==> src/rtl/nbank_batch_ctrl_pkg.sv <==
// Shared types for the N-bank batch controller: exec FSM state encoding and bank-count limit.
package nbank_batch_ctrl_pkg;

    localparam int MAX_NBANK = 8;

    typedef enum logic [2:0] {
        IDLE,
        START,
        BUSY,
        DRAIN,
        RELEASE
    } bctl_state_t;

endpackage

==> src/rtl/nbank_batch_ctrl_bank_tracker.sv <==
// Tracks which source banks hold a complete batch, plus the round-robin write/read pointers.
module nbank_batch_ctrl_bank_tracker
    import nbank_batch_ctrl_pkg::*;
#(
    parameter int NBANK = 2,
    parameter int BW    = 1
) (
    input  logic          clk,
    input  logic          rst,
    input  logic          fill_i,
    input  logic          release_i,
    output logic [BW-1:0] wr_ptr_o,
    output logic [BW-1:0] rd_ptr_o,
    output logic [BW:0]   full_cnt_o,
    output logic          rd_full_o
);

    localparam logic [BW-1:0] LAST_IDX = BW'(NBANK - 1);

    logic [NBANK-1:0] full_q, full_d;
    logic [BW-1:0]    wr_ptr_q, wr_ptr_d, rd_ptr_q, rd_ptr_d;
    logic [BW:0]      cnt_q, cnt_d;

    // Fill and release never target the same bank: a fill needs a free bank at
    // wr_ptr, a release needs a full one at rd_ptr.
    always_comb begin
        full_d   = full_q;
        wr_ptr_d = wr_ptr_q;
        rd_ptr_d = rd_ptr_q;
        cnt_d    = cnt_q;
        if (fill_i) begin
            full_d[wr_ptr_q] = 1'b1;
            wr_ptr_d         = (wr_ptr_q == LAST_IDX) ? '0 : wr_ptr_q + 1'b1;
        end
        if (release_i) begin
            full_d[rd_ptr_q] = 1'b0;
            rd_ptr_d         = (rd_ptr_q == LAST_IDX) ? '0 : rd_ptr_q + 1'b1;
        end
        case ({fill_i, release_i})
            2'b10:   cnt_d = cnt_q + 1'b1;
            2'b01:   cnt_d = cnt_q - 1'b1;
            default: cnt_d = cnt_q;
        endcase
    end

    always_ff @(posedge clk) begin
        if (rst) begin
            full_q   <= '0;
            wr_ptr_q <= '0;
            rd_ptr_q <= '0;
            cnt_q    <= '0;
        end else begin
            full_q   <= full_d;
            wr_ptr_q <= wr_ptr_d;
            rd_ptr_q <= rd_ptr_d;
            cnt_q    <= cnt_d;
        end
    end

    assign wr_ptr_o   = wr_ptr_q;
    assign rd_ptr_o   = rd_ptr_q;
    assign full_cnt_o = cnt_q;
    assign rd_full_o  = full_q[rd_ptr_q];

endmodule

==> src/rtl/nbank_batch_ctrl.sv <==
// N-bank batch controller: fills source banks round-robin, sequences the core over each full
// bank, and drains results through the destination address counter.
module nbank_batch_ctrl
    import nbank_batch_ctrl_pkg::*;
#(
    parameter  int NBANK = 2,
    parameter  int AW    = 12,
    localparam int BW    = $clog2(NBANK)
) (
    input  logic          clk,
    input  logic          rst,
    input  logic          run_i,
    input  logic          deltaw_i,
    input  logic          last_i,
    input  logic [AW-1:0] ss_i,
    input  logic [AW-1:0] ds_i,
    input  logic          src_valid_i,
    input  logic          src_last_i,
    output logic          src_ready_o,
    output logic          src_v_o,
    output logic [AW-1:0] src_a_o,
    output logic [BW-1:0] src_bank_o,
    output logic          s_init_o,
    input  logic          s_fin_i,
    output logic [BW-1:0] exec_bank_o,
    input  logic          dst_ready_i,
    output logic          dst_v_o,
    output logic [AW-1:0] dst_a_o,
    output logic          dst_valid_o,
    output logic          dst_acc_o,
    output logic [BW:0]   full_cnt_o,
    output logic          len_err_o
);

    if (NBANK < 2 || NBANK > MAX_NBANK) begin : g_bad_nbank
        $error("nbank_batch_ctrl: NBANK must be in 2..%0d", MAX_NBANK);
    end

    localparam logic [BW:0] NBANK_L = (BW + 1)'(NBANK);

    bctl_state_t   state_q, state_d;
    logic [AW-1:0] sa_q, sa_d, da_q, da_d;
    logic          len_err_q, len_err_d, dst_acc_q, dst_acc_d, dst_valid_q;
    logic          clr, beat, fill, rel, rd_full;
    logic [BW-1:0] wr_ptr, rd_ptr;
    logic [BW:0]   full_cnt;

    // run low behaves exactly like reset.
    assign clr         = rst | ~run_i;
    assign src_ready_o = ~clr & (full_cnt < NBANK_L);
    assign beat        = src_valid_i & src_ready_o;
    assign fill        = beat & ((sa_q == ss_i) | src_last_i);

    nbank_batch_ctrl_bank_tracker #(.NBANK(NBANK), .BW(BW)) u_tracker (
        .clk        (clk),
        .rst        (clr),
        .fill_i     (fill),
        .release_i  (rel),
        .wr_ptr_o   (wr_ptr),
        .rd_ptr_o   (rd_ptr),
        .full_cnt_o (full_cnt),
        .rd_full_o  (rd_full)
    );

    always_comb begin
        sa_d      = sa_q;
        len_err_d = len_err_q;
        if (beat) sa_d = fill ? '0 : sa_q + 1'b1;
        if (beat && src_last_i && (sa_q != ss_i)) len_err_d = 1'b1;
    end

    always_comb begin
        state_d   = state_q;
        da_d      = da_q;
        dst_acc_d = dst_acc_q;
        s_init_o  = 1'b0;
        dst_v_o   = 1'b0;
        rel       = 1'b0;
        case (state_q)
            IDLE:  if (rd_full) state_d = START;
            START: begin
                s_init_o = 1'b1;
                state_d  = BUSY;
            end
            BUSY: if (s_fin_i) begin
                dst_acc_d = deltaw_i;
                da_d      = '0;
                // Gradient accumulation only drains on the final batch.
                state_d   = (~deltaw_i | last_i) ? DRAIN : RELEASE;
            end
            DRAIN: begin
                dst_v_o = dst_ready_i;
                if (dst_ready_i) begin
                    if (da_q == ds_i) begin
                        da_d    = '0;
                        state_d = RELEASE;
                    end else begin
                        da_d = da_q + 1'b1;
                    end
                end
            end
            RELEASE: begin
                rel     = 1'b1;
                state_d = IDLE;
            end
            default: state_d = IDLE;
        endcase
    end

    always_ff @(posedge clk) begin
        if (clr) begin
            state_q     <= IDLE;
            sa_q        <= '0;
            da_q        <= '0;
            len_err_q   <= 1'b0;
            dst_acc_q   <= 1'b0;
            dst_valid_q <= 1'b0;
        end else begin
            state_q   <= state_d;
            sa_q      <= sa_d;
            da_q      <= da_d;
            len_err_q <= len_err_d;
            dst_acc_q <= dst_acc_d;
            if (dst_ready_i) dst_valid_q <= dst_v_o;
        end
    end

    assign src_v_o     = beat;
    assign src_a_o     = sa_q;
    assign src_bank_o  = wr_ptr;
    assign exec_bank_o = rd_ptr;
    assign dst_a_o     = da_q;
    assign dst_valid_o = dst_valid_q;
    assign dst_acc_o   = dst_acc_q;
    assign full_cnt_o  = full_cnt;
    assign len_err_o   = len_err_q;

endmodule
==> config.mk <==
export PLATFORM = sky130hd
export DESIGN_NAME = nbank_batch_ctrl
export DESIGN_NICKNAME = d
export VERILOG_FILES = /design/src/rtl/nbank_batch_ctrl_pkg.sv /design/src/rtl/nbank_batch_ctrl_bank_tracker.sv /design/src/rtl/nbank_batch_ctrl.sv
export SDC_FILE = /design/constraint.sdc
export NUM_CORES = 1
export LEC_CHECK = 0
export ABC_AREA = 1
export BUFFER_PORTS_ARGS = -buffer_cell sky130_fd_sc_hd__buf_2
export CAP_MARGIN = 20
export CELL_PAD_IN_SITES_DETAIL_PLACEMENT = 0
export CELL_PAD_IN_SITES_GLOBAL_PLACEMENT = 1
export CORE_UTILIZATION = 37
export DETAILED_ROUTE_END_ITERATION = 7
export PLACE_DENSITY_LB_ADDON = 0.1
export RECOVER_POWER = 25
export SKIP_LAST_GASP = 1
export SYNTH_ARGS = -nofsm -noshare
export SYNTH_HDL_FRONTEND = slang
export SYNTH_SLANG_ARGS = --single-unit
==> constraint.sdc <==
create_clock -name clk -period 2.6 [get_ports clk]
set_input_delay 0.52 -clock clk [delete_from_list [all_inputs] [get_ports clk]]
set_output_delay 0.52 -clock clk [all_outputs]
set_load 0.02 [all_outputs]
# == Yosys cells after proc, flatten, opt, wreduce, memory -nomap -nowiden ==
# Index checks and enable logic that the tools add are counted.
# totals
ff_bits,36
output_inout_bits,35
inputBits,33
word_cells,81
# classes
n_bitwise,12
n_lt_le_gt_ge,5
n_addsub,6
eq_ne,13
mux,25
n_reduce_logical,10
# ops
op,count
12-bit two-way mux,4
12-bit by 1-bit adder with 12-bit output (second input constant),2
12-bit == test,2
12-bit case mux with 2 select lines,1
3-bit two-way mux,5
12-bit != test,1
3-bit case mux with 4 select lines,1
1-bit two-way mux,9
2-bit != test (second input constant),4
3-bit by 2-bit == test with 1-bit output (second input constant),2
1-bit logical AND,4
1-bit by 2-bit less-than comparator with 1-bit output (second input constant),2
2-bit two-way mux,2
2-bit case mux with 2 select lines,1
4-bit AND reduction,1
2-bit nonzero test,2
1-bit bitwise AND,3
3-bit by 1-bit == test with 1-bit output (second input constant),1
3-bit == test (second input constant),1
3-bit zero test,1
1-bit NOT,3
1-bit OR,3
3-bit AND reduction,1
1-bit adder (second input constant),2
11 further kinds,13

# == Logic depth before layout (Yosys ltp) ==
# depth
word_depth,9
mapped_depth,13
ltp_nobuf,13

# == Hierarchy ==
# From an unflattened synthesis, not the netlist that was laid out.
# hier_totals
hier_cells,296
area_unflattened_um2,2067.0
# modules_own_cells
module,cells_each,area_each_um2,instances,seq_area_each_um2
nbank_batch_ctrl,258,1804.2,1,600.6
nbank_batch_ctrl_bank_tracker,38,262.8,1,120.1

# == Worst setup path before layout ==
# OpenSTA, ideal clock, no wires.
# synth_timing
kind,input to register
start,input port run_i
end,"register u_tracker.cnt_q[1], in the netlist u_tracker.full_cnt_o[1]"
path_stages,10
slack_ns,0.675
setup_ns,0.117
arrival_time_ns,1.808
required_time_ns,2.483
path_buffers,0
cell_sequence,inv_1 nor2_4 nand3_2 clkinv_1 nand2_2 ha_1 a21oi_1 o21ai_0 xor2_1 nor2_1
# synth_between
elab_chain_len,8
# synth_lines
item,line_no,source
"start, declared",nbank_batch_ctrl.sv:12,"input logic run_i,"
1-bit NOT *,nbank_batch_ctrl.sv:49,assign clr = rst | ~run_i;
1-bit OR *,nbank_batch_ctrl.sv:49,
1-bit NOT *,nbank_batch_ctrl.sv:50,assign src_ready_o = ~clr & (full_cnt < NBANK_L);
1-bit bitwise AND *,nbank_batch_ctrl.sv:50,
1-bit bitwise AND *,nbank_batch_ctrl.sv:51,assign beat = src_valid_i & src_ready_o;
via src_v_o,nbank_batch_ctrl.sv:20,"output logic src_v_o,"
1-bit bitwise AND *,nbank_batch_ctrl.sv:52,assign fill = beat & ((sa_q == ss_i) | src_last_i);
2-bit by 1-bit == test with 1-bit output / 2-bit == test (equally long branches),nbank_batch_ctrl_bank_tracker.sv:39,"case ({fill_i, release_i})"
2-bit case mux with 2 select lines / 2-bit nonzero test (equally long branches),--,
"end signal, assigned",nbank_batch_ctrl_bank_tracker.sv:56,cnt_q <= cnt_d;
"end, declared",nbank_batch_ctrl_bank_tracker.sv:22,"logic [BW:0] cnt_q, cnt_d;"
# Mark *: on every way through the listed nets, which the timed path passes. The rest lies on a longest branch.
# A chain may end at the register's enable or synchronous reset.

# == Worst setup path after layout ==
# layout_timing
start,input port rst
end,output port src_ready_o
# layout_between
elab_chain_len,3
# layout_lines
item,line_no,source
"start, declared",nbank_batch_ctrl.sv:11,"input logic rst,"
1-bit OR,nbank_batch_ctrl.sv:49,
1-bit NOT,nbank_batch_ctrl.sv:50,
1-bit bitwise AND,nbank_batch_ctrl.sv:50,
"end, declared",nbank_batch_ctrl.sv:19,"output logic src_ready_o,"
# No other way between the ends.

==> results.md <==
* DP Area at 2490 um2
* # rows at 26
* Leakage at approximately 1.1 nW
* Family with the most delay on the worst path: buffers and inverters
* Via-per-instance ratio at 4.50
* Layout area overhead at 21.9%
* Routed via count at 2,011
* DP Cell Count at 440
* Crit end category: output port
* Worst-Margin Slew at between 0.5 and 0.6 ns
* Min Tclk post-route at ~2.1 ns
* WS Path Type: input pin to output port
* Max-Cap Viols at 0
* CP bufs+invs at 4
* Critical Path Fanout Max at 7
* Clock network latency to the later pin of the worst-skew pair at between 0.2 and 0.3 ns
* FMAX at around 480 MHz
* Final WS setup at 0.535 ns
* # resized after CTS at 0
* Antenna Cells at 0
* Clock power frac at between 30% and 40%
* Hold slack at about 0.46 ns
* Setup Fix Bufs, Post-CTS at 0
* Post-Syn Area at about 2100 um2
* Nets@finish at just over 400
* CTS Buf Count at 5
* Pwr Total at 1.02 mW
* Die ar. at about 5900 um2
* Internal power at ~0.78 mW
* Gr ovfl total at 0
* Ys async rst share at 0%
* Initial antenna violation count at 0
* Via count of the first global-routing pass at ~1,700
* Starting Density at a little under 40%
* Synth Area in XOR/XNOR at a little over an eighth
* Comb power frac at around 9%
* Post-Synth Simple-Gate Area at 33.9%
* Synth top cells by count: 73 x nand2_1, 48 x nor2_1, 39 x inv_1
* 1st-pass router iterations at 5
* Crit-path max cell delay at about 0.34 ns
* Residual DRC count at 0
* Synthesized-area fraction occupied by adder cells at between 1.5 and 2%
* Count leader, synth: nand2_1
* Crit share post-route at ~79%
* Critical Path RT at about 2.1 ns
* Core Region at 5270 um2
* Crit path DAT at 1.54 ns
* GP Congestion at around 0.79
* Compound-Gate Fraction of Synth Area at 6.73%
* Seq/Total Area, Yosys at around a third
* Power Density at 403 nW/um2
* Setup violators final at 0
* WL/cell at roughly 11 um
* Ratio of cells with drive above 1 in the final layout at about a fifth
* Clock root cell: clkbuf_8
* # IOs at between 60 and 70
* Fin area at between 2000 and 3000 um2
* First-pass GRT wire length at ~8300 um
* Worst vdd ir at approximately 230 uV
* Clk_skew at between 0.003 and 0.004 ns
* Ys Warns at 0
* Filler Cells Inserted at roughly 600
* Reg power frac at a little over half
* Final WL at 4880 um
* RSZ-0062 raised after global routing: false
* Leading area contributor after synthesis: dfxtp_1
* Die X at just under 80 um
* Routed Antenna Nets at 0
* Die height at between 70 and 80 um
* Hpwl dp at 3800 um
* Post-Syn Area per Cell at ~6.8 um2
* Setup TNS at 0 ns
* CTS Sinks at 36
* Hold bufs inserted after CTS at 0
* Gr usage total at 17.6%
* Finished Core Util at between 40% and 50%
* Largest family of logic cells by synthesized area: simple AND/OR/NAND/NOR gates
* Rel. slew slack at 66.2%
* I/O Buffers at 67
* Status: complete, no violations
* Crit start category: input pin
* Largest net degree at the start of global routing at 13
* Crit path max-delay cell type: clkbuf_1
* Clock-pin slew on the worst setup and hold paths at 0.07 ns
* Sw Share at 24.2%
* Multiplexer area fraction after synthesis at 0.481%
* Most used DFF post-synth: dfxtp_1
* Max Slew Vio Count at 0
* Final Hold Viols at 0
* P_sw at around 0.25 mW
* CP cell instances: buf_2 > nor2_1 > clkbuf_1 > clkinv_1 > nor2_1 > buf_2
* Worst hold path class: flip-flop to flip-flop
* Cells after synthesis at around 300
* Initial DRC count at 61
* Setup WS pre-CTS at 0.509 ns
* Cell variety after synth at 29
* Area share of the largest cell type after synthesis at between 30% and 40%
* Layout Cells excl Fill at about 450
* Clk buf depth at 2
* CTS tree: yes
* H-tree depth at 2
* Top cells by area, synth: dfxtp_1 35%, nand2_1 13%, nor2_1 8.7%
* Number of synthesized flops with an enable pin at 0
* Synthesized flop and latch total at 36
* Syn nets at between 300 and 400
-- worst register-to-register path, cell delays in order, from the launching register on --
cell,delay (ns)
dfxtp_1,0.42
xnor2_1,0.14
nand2_1,0.07
nor2_1,0.15
nand3_2,0.12
nand2_2,0.11
nand2_2,0.06
ha_1,0.30
a21oi_1,0.11
o21ai_0,0.11
xor2_1,0.14
nor2_1,0.05
-- layer usage --
layer | GRT usage [%] | share of wire, %
met3 | 3.57 | 5.2
met5 | 0 | 0
met4 | 6.79 | 1.3
met1 | 25.1 | 52
met2 | 25.9 | 42
-- power by group through the flow --
stage          sequential (mW)  combinational, mW  clock, mW
2_1_floorplan            0.568             0.0510          0
3_3_place_gp             0.568             0.0942          0
3_5_place_dp             0.568             0.0949          0
4_1_cts                  0.555             0.0953      0.394
5_1_grt                  0.555              0.103      0.422
6_report                 0.555             0.0906      0.378
-- cell usage in the layout (no fill, tap or decap), drive strengths merged --
cell type  count
o31ai          1
buf           53
or2            1
ha             3
nor3b          1
nand4          3
a21oi         13
a31oi          1
nor2          55
nand2         80
dfxtp         36
clkbuf        22
o21ai         10
clkinv         3
a21o           1
xor2          13
mux2i          1
xnor2         19
nor4           1
inv           41
nor3           3
nand3         16
-- worst paths after layout --
kind / startpoint / to / slack, ns / cells past startpoint
setup / recovery: rst / src_ready_o / 0.54 / 6
hold / removal: u_tracker.full_q[1]$_SDFF_PP0_ / u_tracker.full_q[1]$_SDFF_PP0_ / 0.46 / 2
setup reg to reg: src_a_o[2]$_SDFFE_PP0N_ / u_tracker.full_cnt_o[1]$_SDFFE_PP0P_ / 0.70 / 11
hold reg to reg: u_tracker.full_q[1]$_SDFF_PP0_ / u_tracker.full_q[1]$_SDFF_PP0_ / 0.46 / 2
-- area by class of cell --
type | count | area [um2] | share of cell area (%)
Clock buffer | 6 | 72.6 | 2.86
Clock inverter | 1 | 5.00 | 0.197
Inverter | 43 | 161 | 6.36
Multi-Input combinational cell | 222 | 1170 | 45.9
Sequential cell | 36 | 721 | 28.4
Tap cell | 70 | 87.6 | 3.45
Timing Repair Buffer | 69 | 325 | 12.8
-- flip-flops by register name, summed over array words and instances (netlist names) --
| register | count |
|---|---|
| dst_valid_o | 1 |
| u_tracker.full_q | 2 |
| len_err_o | 1 |
| u_tracker.full_cnt_o | 2 |
| src_a_o | 12 |
| state_q | 3 |
| u_tracker.wr_ptr_o | 1 |
| dst_acc_o | 1 |
| u_tracker.rd_ptr_o | 1 |
| dst_a_o | 12 |
-- cell families after synthesis --
family | after synthesis
adder cells (fa/ha/maj) | 3
AND/OR/NAND/NOR | 160
XOR/XNOR | 32
AO/OA/AOI/OAI | 26
multiplexers | 1
flip-flops | 36
buffers and inverters | 46
Power figures use the tool's default switching activity.
